## config.mk

```make
export PLATFORM = sky130hd
export DESIGN_NAME = bitwise_unit_pipe
export DESIGN_NICKNAME = d
export VERILOG_FILES = /design/src/rtl/bitwise_unit_pipe.sv
export SDC_FILE = /design/constraint.sdc
export NUM_CORES = 1
export LEC_CHECK = 0
export CAP_MARGIN = 30
export CORE_MARGIN = 5
export CORE_UTILIZATION = 48
export CTS_CLUSTER_SIZE = 40
export DETAILED_ROUTE_END_ITERATION = 16
export GPL_TIMING_DRIVEN = 0
export HOLD_SLACK_MARGIN = 0.15
export PLACE_DENSITY = 0.78
export SYNTH_ARGS = -nofsm -noshare
export SYNTH_HDL_FRONTEND = slang
export SYNTH_SLANG_ARGS = --single-unit
```

## constraint.sdc

```tcl
create_clock -name clk -period 2.4 [get_ports clk]
set_input_delay 0.6 -clock clk [delete_from_list [all_inputs] [get_ports clk]]
set_output_delay 0.6 -clock clk [all_outputs]
set_load 0.01 [all_outputs]
```

## src/rtl/bitwise_unit_pipe.sv

```systemverilog
// Registered bitwise logic unit: eight two-operand bitwise ops with zr/ng flags,
// valid/ready streaming in and out, results buffered in an in-order output FIFO.
module bitwise_unit_pipe #(
  parameter int WIDTH   = 16,
  parameter int DEPTH   = 2,
  parameter int COUNT_W = 16
) (
  input  logic                       clk,
  input  logic                       reset,
  input  logic                       in_valid,
  output logic                       in_ready,
  input  logic [2:0]                 in_op,
  input  logic [WIDTH-1:0]           in_a,
  input  logic [WIDTH-1:0]           in_b,
  output logic                       out_valid,
  input  logic                       out_ready,
  output logic [WIDTH-1:0]           out_data,
  output logic                       out_zr,
  output logic                       out_ng,
  output logic [$clog2(DEPTH+1)-1:0] level,
  output logic [COUNT_W-1:0]         done_count
);

  // Handshake: a transfer happens on a rising edge where valid && ready.
  // in_ready and out_valid come from registered occupancy only, so neither
  // side's ready/valid ever depends combinationally on the other side.

  localparam int PTR_W = $clog2(DEPTH);
  localparam int LVL_W = $clog2(DEPTH + 1);

  localparam logic [2:0] OP_NOT  = 3'd0;
  localparam logic [2:0] OP_AND  = 3'd1;
  localparam logic [2:0] OP_OR   = 3'd2;
  localparam logic [2:0] OP_XOR  = 3'd3;
  localparam logic [2:0] OP_NAND = 3'd4;
  localparam logic [2:0] OP_NOR  = 3'd5;
  localparam logic [2:0] OP_XNOR = 3'd6;
  localparam logic [2:0] OP_PASS = 3'd7;

  logic [WIDTH-1:0]   r_mem_data [DEPTH];
  logic               r_mem_zr   [DEPTH];
  logic               r_mem_ng   [DEPTH];
  logic [PTR_W-1:0]   r_wr_ptr;
  logic [PTR_W-1:0]   r_rd_ptr;
  logic [LVL_W-1:0]   r_level;
  logic [COUNT_W-1:0] r_done_count;

  logic [WIDTH-1:0]   w_result;
  logic               w_push;
  logic               w_pop;
  logic               w_full;
  logic               w_empty;

  always_comb begin
    w_result = '0;
    case (in_op)
      OP_NOT:  w_result = ~in_a;
      OP_AND:  w_result = in_a & in_b;
      OP_OR:   w_result = in_a | in_b;
      OP_XOR:  w_result = in_a ^ in_b;
      OP_NAND: w_result = ~(in_a & in_b);
      OP_NOR:  w_result = ~(in_a | in_b);
      OP_XNOR: w_result = ~(in_a ^ in_b);
      OP_PASS: w_result = in_a;
      default: w_result = '0;
    endcase
  end

  assign w_full  = (r_level == LVL_W'(DEPTH));
  assign w_empty = (r_level == '0);
  assign w_push  = in_valid && !w_full;
  assign w_pop   = out_ready && !w_empty;

  // Storage is not reset; pointers and occupancy decide what is visible.
  always_ff @(posedge clk) begin
    if (w_push && !reset) begin
      r_mem_data[r_wr_ptr] <= w_result;
      r_mem_zr[r_wr_ptr]   <= ~|w_result;
      r_mem_ng[r_wr_ptr]   <= w_result[WIDTH-1];
    end
  end

  // DEPTH is a power of two, so pointers wrap naturally.
  always_ff @(posedge clk) begin
    if (reset) begin
      r_wr_ptr     <= '0;
      r_rd_ptr     <= '0;
      r_level      <= '0;
      r_done_count <= '0;
    end else begin
      if (w_push) begin
        r_wr_ptr <= r_wr_ptr + PTR_W'(1);
      end
      if (w_pop) begin
        r_rd_ptr     <= r_rd_ptr + PTR_W'(1);
        r_done_count <= r_done_count + COUNT_W'(1);
      end
      case ({w_push, w_pop})
        2'b10:   r_level <= r_level + LVL_W'(1);
        2'b01:   r_level <= r_level - LVL_W'(1);
        default: r_level <= r_level;
      endcase
    end
  end

  assign in_ready   = !w_full;
  assign out_valid  = !w_empty;
  assign out_data   = w_empty ? '0   : r_mem_data[r_rd_ptr];
  assign out_zr     = w_empty ? 1'b0 : r_mem_zr[r_rd_ptr];
  assign out_ng     = w_empty ? 1'b0 : r_mem_ng[r_rd_ptr];
  assign level      = r_level;
  assign done_count = r_done_count;

endmodule

```

Yosys cells after proc, flatten, opt, wreduce, memory -nomap -nowiden
Memories as Yosys holds them, arrays and structs flattened. A register that Yosys moved wholly into a read port is not among the register bits. Cells that the tools add are included.

RAM bits: 36. Bits in registers: 20. Memories: 3. Input bits: 39.

Memory list: r_mem_data (depth 2, width 16, rd ports 1, clocked after memory_dff 1, write ports 1, line 40) `logic [WIDTH-1:0] r_mem_data [DEPTH];`; r_mem_ng (depth 2, width 1, rd ports 1, clocked after memory_dff 1, write ports 1, line 42) `logic r_mem_ng [DEPTH];`; r_mem_zr (depth 2, width 1, rd ports 1, clocked after memory_dff 1, write ports 1, line 41) `logic r_mem_zr [DEPTH];`.

Reduce and logical (&&, ||, !) cells: 11. Eq/ne operators: 10. Multiplexer cells: 13. $add $sub $neg: 5. Bitwise gates (word level): 7.

Operators by type and width (count): $pmux W16 S8 (1); $not A16 Y16 (4); $add A16 B1 Y16 const B (1); $and A16 B16 Y16 (1); $mux W16 (1); $or A16 B16 Y16 (1); $reduce_or A16 Y1 (1); $xor A16 B16 Y16 (1); $eq A3 B3 Y1 const B (4); $mux W1 (10); $eq A3 B2 Y1 const B (2); $eq A2 B2 Y1 const B (2); $logic_not A1 Y1 (4); $pmux W2 S2 (1); $eq A3 B1 Y1 const B (1); $logic_and A1 B1 Y1 (3); $logic_not A3 Y1 (1); $add A1 B1 Y1 const B (2); $add A2 B1 Y2 const B (1); $eq A2 B1 Y1 const B (1); $logic_not A2 Y1 (1); $reduce_bool A2 Y1 (1); $sub A2 B1 Y2 const B (1).

Depth between registers and ports, before layout
Depth after elaboration: 6. Depth in mapped cells: 9.

Worst setup path before layout
Ideal clock, no wire load.

Kind: reg2reg. Start point: register r_level[0] (netlist: level[0]). End point: memory r_mem_data[1][0] (enable). Path buffers: 0. Cell stages (with the launch flop): 4. Period minus slack after synthesis: 2531 ps. Path slack: -131 ps. Library setup time: 416 ps. Data arrival time: 2115 ps. Cell sequence: dfxtp_1 > nand2b_1 > nand2_1 > nor3b_1.

Longest elaborated chain between the ends: 6.

Ends and longest elaborated chain: start: declaration (line 45) `logic [LVL_W-1:0] r_level;`; start signal: assignment (line 99) `2'b10: r_level <= r_level + LVL_W'(1);`; start signal: assignment (line 100) `2'b01: r_level <= r_level - LVL_W'(1);`; start signal: assignment (line 101) `default: r_level <= r_level;`; $eq A2 B2 Y1 (line 69) `assign w_full = (r_level == LVL_W'(DEPTH));`; $logic_not A1 Y1; named net in_ready (line 11) `output logic in_ready,`; $logic_and A1 B1 Y1 (line 71) `assign w_push = in_valid && !w_full;`; $logic_and A1 B1 Y1 (line 76) `if (w_push && !reset) begin`; $mux W1 (line 76); $mux W1 (not written as such) (line 77) `r_mem_data[r_wr_ptr] <= w_result;`; end: declaration (line 40).

The timed path passes the listed nets, and every way through them passes these cells.

Final worst setup path
Start point: input in_b[1]. End point: memory r_mem_zr[0], data pin.

Longest elaborated chain between the ends: 5. Elaborated cells on any way between the ends: 9. Classes of those cells: mux (1); bitwise (6); reduce/logical (2).

Ends and longest elaborated chain: start: declaration (line 14) `input logic [WIDTH-1:0] in_b,`; $xor A16 B16 Y16 (tied with other cells) (line 60, 63); $not A16 Y16, on equally long branches (line 63, 61, 62); $pmux W16 S8 * (line 56) `case (in_op)`; named net w_result[1] (line 48) `logic [WIDTH-1:0] w_result;`; $reduce_or A16 Y1 * (line 78) `r_mem_zr[r_wr_ptr] <= ~|w_result;`; $logic_not A1 Y1 * (line 78); end: declaration (line 41).

Mark *: on every way through the listed nets, which the timed path passes. The rest lies on a longest branch.

==> results.tsv <==
metric	value	unit
RD Place Congestion	0.869	
Clock Tree Root	clkbuf_8	
nets	586	
Worst setup SP type	input pin	
Syn Std Cell Area	0.00405	mm^2
Site Rows	33	
sequential area share after synthesis	35.6	%
routed wire length	9750	um
1st-iter DRT viols	169	
Hold Crit Depth	2	
vias in the first global route	3293	
Slew Limit Headroom	48.7	%
Cell Pwr Density	626	mW/mm^2
worst-skew pair later-pin latency	0.30	ns
final setup margin	0.0348	ns
critical path arrival	2.52	ns
Fill cells	655	
crit path kind	in2reg	
critical path fanouts, max	2	
first-pass GRT wire length	15400	um
r2r setup slk	0.55	ns
Switching Share	32.9	%
CTS max path bufs	2	
Hold Path Sink	done_count[15]	
post-synthesis cell type count	55	
DRC	0	
CP required	2.55	ns
final period utilization	98.6	%
YS warnings	0	
sequential share of power	37.2	%
DP HPWL	7440	um
Hold Path Class	reg2reg	
Clock H-tree levels	2	
vias per cell	5.62	
Syn Area/Cell	9.53	um^2
core area	0.00822	mm^2
final hold vios	0	
ys async rst share	0	%
number of max-slew violations in the final report	0	
R2R Path Start	level[0]	
RSZ-0062 raised after global routing	false	
# clock sinks	55	
CTS tree	yes	
n_diodes	0	
Clk pin slew, worst setup/hold paths	0.09	ns
Num CTS Buffers	5	
largest net degree at the start of global routing	17	
Antenna Nets Post-Route	0	
switching power total	1.09	mW
die height	102	um
DR pass1 iterations	5	
Post-Place Worst Slack	-0.590	ns
Hold WS	0.511	ns
Top Ports	77	
status	finished clean	
GR Util All Layers	18.4	%
detailed-route via count	3481	
Die W	102	um
Syn Inst Count	425	
area growth from synthesis to layout	30.7	%
synth top area cells	edfxtp_1, ha_1, dfxtp_1	
Worst-Margin Slew	0.765	ns
maximum VDD drop	349	uV
Hold Crit Start	done_count[15]	
Clk pwr share	17.5	%
Tmin final	2.37	ns
Fmax achieved	0.423	GHz
Yosys reg bits	55	
RR Endpoint	r_mem_data[1][9]	
Internal	2.22	mW
setup violators final	0	
Remaining Overflow, GRT	0	
hold buffer count at cts	0	
Most used DFF post-synth	edfxtp_1	
area of the die	0.0104	mm^2
Post-synth EDFFs	34	
Critical Path Sink Type	flip-flop	
syn_nets	498	
max-capacitance violation count	0	
layout cells sized above 1	17.5	%
Yosys top cell area share	25.2	%
Reg2Reg Depth	4	
drt wl/cell	15.7	um
Setup Skew	0.00824	ns
Comb pwr share	45.2	%
commonest cells after routing, fill and taps aside	clkdlybuf4s50_1, nor2_1, inv_1, edfxtp_1, ha_1	
initial antenna violation count	0	
top cell type by total area after synthesis	edfxtp_1	
Leakage Power	2.19	nW
port buffer count	73	
Starting Density	49.3	%
most common cell after layout, fill and taps aside	clkdlybuf4s50_1	
[flip-flops by register name, summed over array words and instances, names as in the netlist, named ones only]
name and cells:
r_mem_zr 2, done_count 16, r_mem_data 31, level 2
r_rd_ptr 1, r_mem_ng 1, r_wr_ptr 1
[cell families (layout without fill, tap and decap cells)]
group           after synthesis  count (layout)  synth area share, %
simple gates                122             122                 14.9
compound gates               90              90                 15.1
buf+inv                      73             162                 9.14
flops                        55              55                 35.6
fa+ha+maj                    34              34                 10.5
mux                          34              34                 11.0
xor+xnor                     17              17                 3.68
[per-layer routing]
| layer | GRT usage [%] | up-vias | share of wire [%] |
|---|---|---|---|
| li1 | - | 1692 | - |
| met1 | 22.4 | 1638 | 42 |
| met2 | 34.3 | 140 | 51 |
| met3 | 2.66 | 11 | 6.4 |
| met4 | 4.14 | 0 | 1.0 |
| met5 | 0 | - | 0 |
[area by class of cell]
class	count	area, um^2	area share (%)
Multi-Input combinational cell	297	2400	45.4
Sequential cell	55	1450	27.4
Timing Repair Buffer	82	826	15.6
Buffer	27	200	3.78
Inverter	45	176	3.33
Tap cell	105	131	2.48
Clock buffer	5	68.8	1.30
Clock inverter	3	38.8	0.733
[power by group through the flow]
stage / clock network [mW] / logic (mW) / registers [mW]
after global placement: 0 / 1.41 / 1.20
after detailed placement: 0 / 1.45 / 1.21
after CTS: 0.589 / 1.48 / 1.23
after global routing: 0.629 / 1.62 / 1.25
after floorplan: 0 / 0.808 / 1.21
final: 0.580 / 1.50 / 1.23
[synth_stat cells, types with 2 or more instances]
cell,number
nand3_1,7
o31ai_1,4
edfxtp_1,34
a311oi_1,4
clkbuf_1,5
a222oi_1,2
a2bb2oi_1,2
and4_1,2
mux4_2,8
nor2b_1,4
nor3_1,9
dfxtp_1,21
o22ai_1,6
ha_1,34
xor2_1,11
o21a_1,4
nor2_1,49
nor4_1,2
buf_6,6
or3_1,4
buf_2,8
a22oi_1,3
xnor2_1,6
and3_1,2
nand2_1,25
mux2i_1,24
a31oi_1,8
nand2b_1,3
nor3b_1,2
o22a_1,3
o21ai_0,15
inv_1,43
o211ai_1,5
o21ai_1,2
a21oi_1,19
nand4_1,3
nand3b_1,3
a211oi_1,8
buf_4,9
[metrics by stage]
stage | power [mW] | util [%] | std cells | instance area [um^2] | TNS, ns
3_3_place_gp | 2.62 | 59.9 | 603 | 4920 | -12.05
3_5_place_dp | 2.66 | 60.2 | 605 | 4940 | -4.95
5_1_grt | 3.50 | 64.4 | 619 | 5290 | 0
6_report | 3.31 | 64.4 | 619 | 5290 | 0
4_1_cts | 3.29 | 62.9 | 616 | 5170 | 0
2_1_floorplan | 2.02 | - | 425 | 4060 | 0
[what timing repair did]
item,4_1_cts,5_1_grt
gates resized for setup,36,35
pin swaps,11,16
endpoints found under the setup margin,21,13
setup buffers,4,3
[worst max-delay path, cell delays in order]
cell             delay (ns)
clkdlybuf4s50_1        0.47
inv_1                  0.05
ha_1                   0.26
mux2_4                 0.15
nor2_1                 0.04
a311oi_1               0.26
o22ai_2                0.16
nor4_1                 0.27
and4b_1                0.26
[worst max path at each step]
| stage | slack (ns) | to | from |
|---|---|---|---|
| 6_report | 0.03 | r_mem_zr[0] | in_b[1] |
| 5_1_grt | 0.007 | r_mem_zr[0] | in_a[3] |
| 4_1_cts | 0.003 | r_mem_zr[0] | in_a[12] |
| 3_5_place_dp | -0.59 | r_mem_zr[0] | in_a[6] |
| 3_3_place_gp | -0.52 | r_mem_zr[1] | in_a[6] |
| 2_1_floorplan | 0.17 | r_mem_zr[0] | in_a[6] |
Power figures use the tool's default switching activity.
